**src/rtl/topk_stream_sorter.sv**
```systemverilog
// topk_stream_sorter: keeps the K smallest distances from NUM_CH handshaked channels in a sorted shift register.
// Define TOPK_STORE_IDX_EN to store per-entry point indices; otherwise knn_idx reads all-ones.
module topk_stream_sorter #(
  parameter int K = 8,
  parameter int NUM_CH = 4,
  parameter int DIST_W = 32,
  parameter int IDX_W = 16,
  parameter int CNT_W = 16
) (
  input  logic                     clk,
  input  logic                     reset,
  input  logic                     start,
  input  logic [K*DIST_W-1:0]      seed_dist,
  input  logic [NUM_CH-1:0]        ch_valid,
  output logic [NUM_CH-1:0]        ch_ready,
  input  logic [NUM_CH*DIST_W-1:0] ch_dist,
  input  logic [NUM_CH*IDX_W-1:0]  ch_idx,
  input  logic                     stream_end,
  output logic [DIST_W-1:0]        threshold,
  output logic [K*DIST_W-1:0]      knn_dist,
  output logic [K*IDX_W-1:0]       knn_idx,
  output logic                     done,
  output logic [CNT_W-1:0]         insert_cnt,
  output logic [CNT_W-1:0]         drop_cnt
);
  localparam int PW = NUM_CH > 1 ? $clog2(NUM_CH) : 1;
  typedef enum logic [1:0] {IDLE, SEED, RUN, DONE} state_t;
  state_t state;
  logic [DIST_W-1:0] buf_d [K];
  logic [DIST_W-1:0] seed_srt [K];
  logic [DIST_W-1:0] ins_d [K];
  logic [DIST_W-1:0] slot_d [NUM_CH];
  logic [NUM_CH-1:0] slot_v, prune, cand;
  logic [PW-1:0] ptr, win;
  logic win_v;
  logic [DIST_W-1:0] win_d;
  logic [K:0] le;
  logic [CNT_W-1:0] drop_nxt;
  int rank [K];

  assign threshold = buf_d[K-1];
  assign ch_ready = state == RUN ? ~slot_v : '0;

  // stable rank: earlier equal seeds count against later ones, so equal seeds keep input order
  always_comb begin
    for (int i = 0; i < K; i++) begin
      rank[i] = 0;
      for (int j = 0; j < K; j++)
        if ((j < i) ? (seed_dist[j*DIST_W +: DIST_W] <= seed_dist[i*DIST_W +: DIST_W])
                    : (j > i && seed_dist[j*DIST_W +: DIST_W] < seed_dist[i*DIST_W +: DIST_W]))
          rank[i] = rank[i] + 1;
    end
    for (int r = 0; r < K; r++) begin
      seed_srt[r] = '0;
      for (int i = 0; i < K; i++)
        if (rank[i] == r) seed_srt[r] = seed_dist[i*DIST_W +: DIST_W];
    end
  end

  always_comb begin
    win_v = 1'b0;
    win = '0;
    for (int c = 0; c < NUM_CH; c++) prune[c] = slot_v[c] && slot_d[c] >= threshold;
    cand = slot_v & ~prune;
    for (int k = 0; k < NUM_CH; k++)
      if (!win_v && cand[(int'(ptr) + k) % NUM_CH]) begin
        win_v = 1'b1;
        win = PW'((int'(ptr) + k) % NUM_CH);
      end
    win_d = slot_d[win];
    // le is a prefix mask of entries <= winner; the winner lands just past it
    le[0] = 1'b1;
    for (int j = 0; j < K; j++) le[j+1] = buf_d[j] <= win_d;
    for (int j = 0; j < K; j++) ins_d[j] = le[j+1] ? buf_d[j] : le[j] ? win_d : buf_d[j > 0 ? j-1 : 0];
    drop_nxt = drop_cnt;
    for (int c = 0; c < NUM_CH; c++)
      if (prune[c] && drop_nxt != '1) drop_nxt = drop_nxt + CNT_W'(1);
    for (int j = 0; j < K; j++) knn_dist[j*DIST_W +: DIST_W] = buf_d[j];
  end

  always_ff @(posedge clk or negedge reset)
    if (!reset) begin
      state <= IDLE;
      done <= 1'b0;
      buf_d <= '{default: '1};
      slot_d <= '{default: '0};
      slot_v <= '0;
      ptr <= '0;
      insert_cnt <= '0;
      drop_cnt <= '0;
    end else if (start) begin
      state <= SEED;
      done <= 1'b0;
    end else if (state == SEED) begin
      state <= RUN;
      buf_d <= seed_srt;
      slot_v <= '0;
      ptr <= '0;
      insert_cnt <= '0;
      drop_cnt <= '0;
    end else if (state == RUN) begin
      for (int c = 0; c < NUM_CH; c++)
        if (ch_valid[c] && !slot_v[c]) begin
          slot_v[c] <= 1'b1;
          slot_d[c] <= ch_dist[c*DIST_W +: DIST_W];
        end else if (prune[c] || (win_v && win == PW'(c))) slot_v[c] <= 1'b0;
      drop_cnt <= drop_nxt;
      if (win_v) begin
        buf_d <= ins_d;
        ptr <= win == PW'(NUM_CH-1) ? '0 : win + PW'(1);
      end
      if (win_v && insert_cnt != '1) insert_cnt <= insert_cnt + CNT_W'(1);
      if (stream_end && slot_v == '0) begin
        state <= DONE;
        done <= 1'b1;
      end
    end

`ifdef TOPK_STORE_IDX_EN
  logic [IDX_W-1:0] buf_i [K];
  logic [IDX_W-1:0] ins_i [K];
  logic [IDX_W-1:0] slot_i [NUM_CH];

  always_comb begin
    for (int j = 0; j < K; j++) ins_i[j] = le[j+1] ? buf_i[j] : le[j] ? slot_i[win] : buf_i[j > 0 ? j-1 : 0];
    for (int j = 0; j < K; j++) knn_idx[j*IDX_W +: IDX_W] = buf_i[j];
  end

  always_ff @(posedge clk or negedge reset)
    if (!reset) begin
      buf_i <= '{default: '1};
      slot_i <= '{default: '0};
    end else if (!start && state == SEED) buf_i <= '{default: '1};
    else if (!start && state == RUN) begin
      for (int c = 0; c < NUM_CH; c++)
        if (ch_valid[c] && !slot_v[c]) slot_i[c] <= ch_idx[c*IDX_W +: IDX_W];
      if (win_v) buf_i <= ins_i;
    end
`else
  logic unused_idx;
  assign unused_idx = ^ch_idx;
  assign knn_idx = '1;
`endif
endmodule

```
**config.mk**
```make
export PLATFORM = sky130hd
export DESIGN_NAME = topk_stream_sorter
export DESIGN_NICKNAME = d
export VERILOG_FILES = /design/src/rtl/topk_stream_sorter.sv
export SDC_FILE = /design/constraint.sdc
export NUM_CORES = 2
export LEC_CHECK = 0
export ABC_AREA = 1
export BUFFER_PORTS_ARGS = -buffer_cell sky130_fd_sc_hd__buf_4
export CORE_ASPECT_RATIO = 1.1
export CORE_MARGIN = 1
export CORE_UTILIZATION = 45
export CTS_CLUSTER_SIZE = 25
export DETAILED_ROUTE_END_ITERATION = 8
export GPL_TIMING_DRIVEN = 1
export SLEW_MARGIN = 20
export SYNTH_ARGS = -nofsm -noshare
export SYNTH_HDL_FRONTEND = slang
export SYNTH_SLANG_ARGS = --single-unit
```
**constraint.sdc**
```tcl
create_clock -name clk -period 8.34 [get_ports clk]
set_input_delay 0.834 -clock clk [delete_from_list [all_inputs] [get_ports clk]]
set_output_delay 0.834 -clock clk [all_outputs]
set_load 0.005 [all_outputs]
```
# After elaboration in Yosys (flattened, before gate mapping)
# Index checks and enable logic that the tools add are counted.
[word_totals] input_bits=456 ff_bits=425 out_inout_bits=453 elab_cells=504
[op_classes] bitwise_logic=9 n_eq_ne=75 mux=192 reduce_logical=77 addsub=57 magnitude_cmp=73
[ops] operator="$mux 32" n=123
[ops] operator="$add 32x2->32 const B" n=41
[ops] operator="$le 32x32->1" n=36
[ops] operator="$eq 32x4->1 const B" n=28
[ops] operator="$lt 32x32->1" n=28
[ops] operator="$mux 256" n=3
[ops] operator="$eq 32x3->1 const B" n=14
[ops] operator="$logic_not 32->1" n=8
[ops] operator="$eq 32x2->1 const B" n=7
[ops] operator="$mux 16" n=9
[ops] operator="$ge 32x32->1" n=4
[ops] operator="$add 16x1->16 const B" n=5
[ops] operator="$ne 16x16->1 const B" n=5
[ops] operator="$bmux 32 s2" n=1
[ops] operator="$reduce_and 4->1" n=12
[ops] operator="$mux 1" n=31
[ops] operator="$eq 7x3->1 const B" n=4
[ops] operator="$mux 2" n=13
[ops] operator="$logic_and 1x1->1" n=21
[ops] operator="$reduce_and 3->1" n=7
[ops] operator="$reduce_bool 3->1" n=6
[ops] operator="$mux 4" n=4
[ops] operator="$ne 2x1->1 const B" n=8
[ops] operator="$eq 7x2->1 const B" n=2
[ops] operator="32 further kinds" n=63

# Logic depth before layout (Yosys ltp)
[logic_depth] depth_word=26 mapped_depth=49 ltp_nobuf=47

# Worst setup path before layout
# No wires, ideal clock.
[synth_path] path_kind="in2reg" startpoint="input seed_dist[0]" endpoint="register buf_d (netlist bit knn_dist[156])" slack_ns=1.700 path_buffers=2 path_stages=45 arrival_ns=6.579 setup_time_ns=0.061 required_time_ns=8.279 cell_sequence="clkbuf_1 inv_1 ha_1 o21bai_1 a221oi_1 o221ai_1 nand2_1 o2111ai_1 a211o_1 o31ai_1 inv_1 ha_1 nand3_1 nand2_1 inv_1 ha_1 nand2_1 nand2_1 (+9 left out) o21ai_0 nand2_1 nor2_1 inv_1 nor2_1 inv_1 clkbuf_1 o21ai_0 inv_1 o21ai_0 nand3_1 nand2_1 nand2_1 nand2_1 nand2_1 nand2_1 nand2_1 nand2_1"
[synth_between] elab_chain_len=24 elab_cells_between_ends=135 cone_classes="add/sub (48); order compare (14); eq/ne (8); mux (65)"
[synth_rtl] item="from (decl)" line="13" text="input logic [K*DIST_W-1:0] seed_dist,"
[synth_rtl] item="parallel branches: the longest is 22 deep, another holds $le 32x32->1"
[synth_rtl] item="$mux 32 *" line="56" text="if (rank[i] == r) seed_srt[r] = seed_dist[i*DIST_W +: DIST_W];"
[synth_rtl] item="$mux 256 *" line="94" text="end else if (state == SEED) begin"
[synth_rtl] item="to (signal assigned)" line="96" text="buf_d <= seed_srt;"
[synth_rtl] item="to (signal assigned)" line="109" text="buf_d <= ins_d;"
[synth_rtl] item="to (decl)" line="29" text="logic [DIST_W-1:0] buf_d [K];"
# Mark *: on every way between the ends.
# A chain may end at the register's enable or synchronous reset.

# Worst setup path in the final report
[layout_path] startpoint="register buf_d (netlist bit threshold[25])" endpoint="register buf_d (netlist bit knn_dist[217])"
[layout_between] elab_chain_len=26 elab_cells_between_ends=49 cone_classes="order compare (6); eq/ne (1); mux (27); bitwise (3); reduce/logical (12)"
[layout_rtl] item="$ge 32x32->1" line="63" text="for (int c = 0; c < NUM_CH; c++) prune[c] = slot_v[c] && slot_d[c] >= threshold;"
[layout_rtl] item="$logic_and 1x1->1" line="63"
[layout_rtl] item="$not 4->4 *" line="64" text="cand = slot_v & ~prune;"
[layout_rtl] item="$and 4x4->4 *" line="64"
[layout_rtl] item="$bmux 1 s2" line="66" text="if (!win_v && cand[(int'(ptr) + k) % NUM_CH]) begin"
[layout_rtl] item="$mux 1 (not written as such)" line="66"
[layout_rtl] item="$mux 1" line="66"
[layout_rtl] item="$logic_not 1->1" line="66"
[layout_rtl] item="(+8 left out)"
[layout_rtl] item="$not 2->3 (not written as such)" line="70" text="win_d = slot_d[win];"
[layout_rtl] item="$bmux 32 s2" line="70"
[layout_rtl] item="$mux 32 (not written as such) (2 in series)" line="70"
[layout_rtl] item="$le 32x32->1" line="73" text="for (int j = 0; j < K; j++) le[j+1] = buf_d[j] <= win_d;"
[layout_rtl] item="$mux 32 (2 in series)" line="74" text="for (int j = 0; j < K; j++) ins_d[j] = le[j+1] ? buf_d[j] : le[j] ? win_d : buf_d[j > 0 ? j-1 : 0];"
[layout_rtl] item="$mux 256" line="108" text="if (win_v) begin"
[layout_rtl] item="$mux 256" line="101" text="end else if (state == RUN) begin"
[layout_rtl] item="$mux 256" line="94"
# Mark *: on every way between the ends. The rest lies on a longest branch, timed or not. The select of a mux whose other input is x is not followed.

==> impl_metrics.xml <==
<?xml version="1.0" encoding="UTF-8"?>
<metrics>
  <group name="status">
    <metric name="outcome" unit="">finished clean</metric>
  </group>
  <group name="global_routing">
    <metric name="grt_use_met2" unit="">0.6743</metric>
    <metric name="antenna_violations_before_repair" unit="">19</metric>
    <metric name="met1_usage" unit="">0.5979</metric>
    <metric name="gr-usage-met3" unit="">0.09384</metric>
    <metric name="grt_pass1_vias" unit="">94091</metric>
    <metric name="largest_net_degree_at_the_start_of_global_routing" unit="">219</metric>
    <metric name="overflow" unit="">0</metric>
    <metric name="grt_first_pass_wirelength" unit="mm">647.5</metric>
    <metric name="globalRoute.busiestLayer" unit="">met2</metric>
    <metric name="grt_util_all_layers" unit="">0.4613</metric>
  </group>
  <group name="timing">
    <metric name="layout_setup_ws" unit="ns">0.2341</metric>
    <metric name="timing_max_transition_violations_final" unit="">0</metric>
    <metric name="maxSlewHeadroom" unit="">0.09615</metric>
    <metric name="max_freq" unit="MHz">123.4</metric>
    <metric name="tns" unit="ns">0</metric>
    <metric name="fin_crit_sh" unit="">0.9719</metric>
    <metric name="layout_min_cycle_time" unit="ns">8.106</metric>
    <metric name="hold_viol_final" unit="">0</metric>
    <metric name="grt_setup_unrepaired" unit="">false</metric>
    <metric name="final.hold.worst_slack" unit="ns">0.2450</metric>
    <metric name="timing_worst_slew_pin_value" unit="ns">1.353</metric>
    <metric name="timing.clock.skew" unit="ns">0.01676</metric>
    <metric name="finalSetupViolations" unit="">0</metric>
  </group>
  <group name="layout">
    <metric name="fillCellCount" unit="">19213</metric>
    <metric name="post-route-util" unit="">0.5248</metric>
    <metric name="drive_gt1_frac" unit="">0.1255</metric>
    <metric name="syn_to_final_growth" unit="%">16.03</metric>
    <metric name="nNetsFinal" unit="">16897</metric>
  </group>
  <group name="clock_network">
    <metric name="clock-sinks" unit="">425</metric>
    <metric name="clk_root_buffer_cell" unit="">sky130_fd_sc_hd__clkbuf_16</metric>
    <metric name="clk_pin_slew_worst_paths" unit="ns">0.07</metric>
    <metric name="cts-buffers-inserted" unit="">45</metric>
    <metric name="clock_tree.buffer_depth" unit="">3</metric>
    <metric name="clock_latency" unit="ns">0.61</metric>
    <metric name="clock_tree_from_tritoncts" unit="">done</metric>
    <metric name="cts-htree-levels" unit="">2</metric>
  </group>
  <group name="placement">
    <metric name="place.gp.congestion" unit="">1.069</metric>
    <metric name="detailedPlacementHpwl" unit="mm">366.9</metric>
    <metric name="place.port_buffers" unit="">716</metric>
    <metric name="preCtsSetupSlack" unit="ns">-0.4411</metric>
  </group>
  <group name="worst_setup_path">
    <metric name="longest_individual_stage_delay_on_the_worst_path" unit="ns">0.62</metric>
    <metric name="path_delay_family" unit="">compound AO/OA/AOI/OAI gates</metric>
    <metric name="setup.worst_path.class" unit="">reg2reg</metric>
    <metric name="max_fo_critical_path" unit="">64</metric>
    <metric name="crit_top_cell" unit="">sky130_fd_sc_hd__nand2_1</metric>
    <metric name="worst_ep_arrival" unit="ns">8.63</metric>
    <metric name="critical_path_required" unit="ns">8.87</metric>
    <metric name="crit_path_capture_type" unit="">flop</metric>
    <metric name="critPathLaunchType" unit="">flop</metric>
    <metric name="cp.buffers_inverters" unit="">6</metric>
    <metric name="slowest_stage" unit="">sky130_fd_sc_hd__dfstp_2</metric>
  </group>
  <group name="yosys">
    <metric name="yosysSeqAreaShare" unit="">0.1303</metric>
    <metric name="synthCells" unit="">14488</metric>
    <metric name="synth_edf_count" unit="">0</metric>
    <metric name="ys_ff_latch" unit="">425</metric>
    <metric name="synth_top_area_cell" unit="">sky130_fd_sc_hd__nand2_1</metric>
    <metric name="asyncSetResetFlopFracSynth" unit="">1.000</metric>
    <metric name="netlist_area" unit="sq um">84080</metric>
    <metric name="area_share_of_the_largest_cell_type_after_synthesis" unit="">0.2080</metric>
    <metric name="postSynth.topFlopCell" unit="">sky130_fd_sc_hd__dfstp_2</metric>
    <metric name="synth.top_cells.by_area" unit="">sky130_fd_sc_hd__nand2_1, sky130_fd_sc_hd__ha_1, sky130_fd_sc_hd__a21oi_1, sky130_fd_sc_hd__inv_1, sky130_fd_sc_hd__dfstp_2</metric>
    <metric name="mean_cell_area_of_the_mapped_netlist" unit="sq um">5.803</metric>
    <metric name="synth.distinct_cells" unit="">70</metric>
    <metric name="yosys_warnings" unit="">0</metric>
  </group>
  <group name="die">
    <metric name="num_rows" unit="">166</metric>
    <metric name="die_width" unit="um">414.1</metric>
    <metric name="boundaryPins" unit="">909</metric>
    <metric name="core_footprint" unit="sq um">185900</metric>
    <metric name="dieHeight" unit="um">455.3</metric>
    <metric name="floorplan.die_area" unit="sq um">188600</metric>
    <metric name="initial_utilization" unit="">0.4523</metric>
  </group>
  <group name="drt">
    <metric name="drc_errors" unit="">0</metric>
    <metric name="route.antenna.remaining_nets" unit="">0</metric>
    <metric name="via_per_inst" unit="">5.981</metric>
    <metric name="drt_first_iter_violations" unit="">14247</metric>
    <metric name="num_vias" unit="">105193</metric>
    <metric name="route.final.wire_length" unit="mm">457.7</metric>
    <metric name="first_pass_iters" unit="">8</metric>
    <metric name="post_drt_wl_per_cell" unit="um">26.03</metric>
  </group>
  <group name="hold_path">
    <metric name="hp-class" unit="">in2async</metric>
  </group>
  <group name="job">
    <metric name="drv_cap" unit="">0</metric>
  </group>
</metrics>
[placed cells by master (no fill, tap or decap), drive strengths merged, types with 22 or more instances in the layout]
master     n
xor2      22
o21ai    757
or2       49
clkinv   145
o21a      29
a21oi   1739
nor3      81
a211oi    50
dfrtp    169
buf     1336
nand3    875
o221ai    38
inv     1838
ha      1340
conb     128
dfstp    256
o211ai    29
nor4      44
clkbuf    60
nand2   4680
nor2     707
nand4    379
a21boi   211
[per-layer routing]
layer  routed length [um]  vias to the layer above
li1                     -                    48460
met3                51300                     1201
met4                40770                        2
met2               185100                     6755
met1               180600                    48775
met5                    8                        -
[logic make-up (layout without fill, tap and decap cells)]
kind of cell               count (synthesis)  count (layout)  share of synthesized area
AOI/OAI and AO/OA                       2956            2956                     0.1912
DFF                                      425             425                     0.1303
muxes                                      3               3                  0.0004018
and+or+nand+nor                         6861            6861                     0.3388
adders and majority gates               1340            1340                     0.1994
xor gates and xnor gates                  32              32                   0.003423
other                                      1             142                 0.00004460
buffers and inverters                   2870            3393                     0.1364
[path summary, 6_finish.rpt]
kind	endpoint	cells past startpoint	startpoint	slack, ns
max	knn_dist[217]$_DFFE_PN1P_	35	threshold[25]$_DFFE_PN1P_	0.23
min	slot_d[58]$_DFFE_PN0P_	1	reset	0.25
max reg2reg	knn_dist[217]$_DFFE_PN1P_	35	threshold[25]$_DFFE_PN1P_	0.23
min reg2reg	done$_DFFE_PN0P_	2	done$_DFFE_PN0P_	0.51
max in group asynchronous	drop_cnt[5]$_DFFE_PN0P_	2	reset	6.28
min in group clk	done$_DFFE_PN0P_	2	start	0.41
[metrics by stage]
stage | cell area [sq um] | std cells
2_1_floorplan | 84550 | 14615
3_3_place_gp | 95630 | 17482
3_5_place_dp | 95630 | 17482
4_1_cts | 97270 | 17566
5_1_grt | 97550 | 17588
6_report | 97550 | 17588
[area by class of cell]
class                   instances  area [sq um]  area share
diodes                         14         35.03   0.0003591
clock buffers                  59          1304     0.01336
clock inverters                25         286.5    0.002937
inverters                    1972          7432     0.07619
multi-input cells           11320         62720      0.6429
flip-flops and latches        425         10960      0.1123
well taps                    2436          3048     0.03124
repair buffers               1337         11780      0.1207
[synthesized netlist by cell type (44+ instances only)]
library cell,count
sky130_fd_sc_hd__buf_4,161
sky130_fd_sc_hd__dfrtp_1,169
sky130_fd_sc_hd__o21ai_0,745
sky130_fd_sc_hd__clkbuf_1,664
sky130_fd_sc_hd__nor3_1,79
sky130_fd_sc_hd__a21boi_0,208
sky130_fd_sc_hd__nor4_1,44
sky130_fd_sc_hd__nand2_1,4660
sky130_fd_sc_hd__a211oi_1,50
sky130_fd_sc_hd__dfstp_2,256
sky130_fd_sc_hd__inv_1,1837
sky130_fd_sc_hd__nand4_1,378
sky130_fd_sc_hd__or2_2,48
sky130_fd_sc_hd__a21oi_1,1737
sky130_fd_sc_hd__clkinv_1,128
sky130_fd_sc_hd__nor2_1,688
sky130_fd_sc_hd__nand3_1,872
sky130_fd_sc_hd__ha_1,1340
[what timing repair did]
| item | 4_1_cts | 5_1_grt |
|---|---|---|
| endpoints found under the setup margin | 106 | 255 |
| cloned | 0 | 1 |
| setup buffers | 0 | 7 |
| hold buffers | 0 | 0 |
| pin swaps | 0 | 1 |
| resized for setup | 7 | 33 |
[registers in the layout, indices dropped and copies added, names as in the netlist]
register    cells
knn_dist      224
state           2
ptr             2
slot_d        128
insert_cnt     16
done            1
drop_cnt       16
slot_v          4
threshold      32
Power is left out: the tool's default activity adds up to more than one toggle a clock period on the data nets, which glitch-free logic cannot reach.
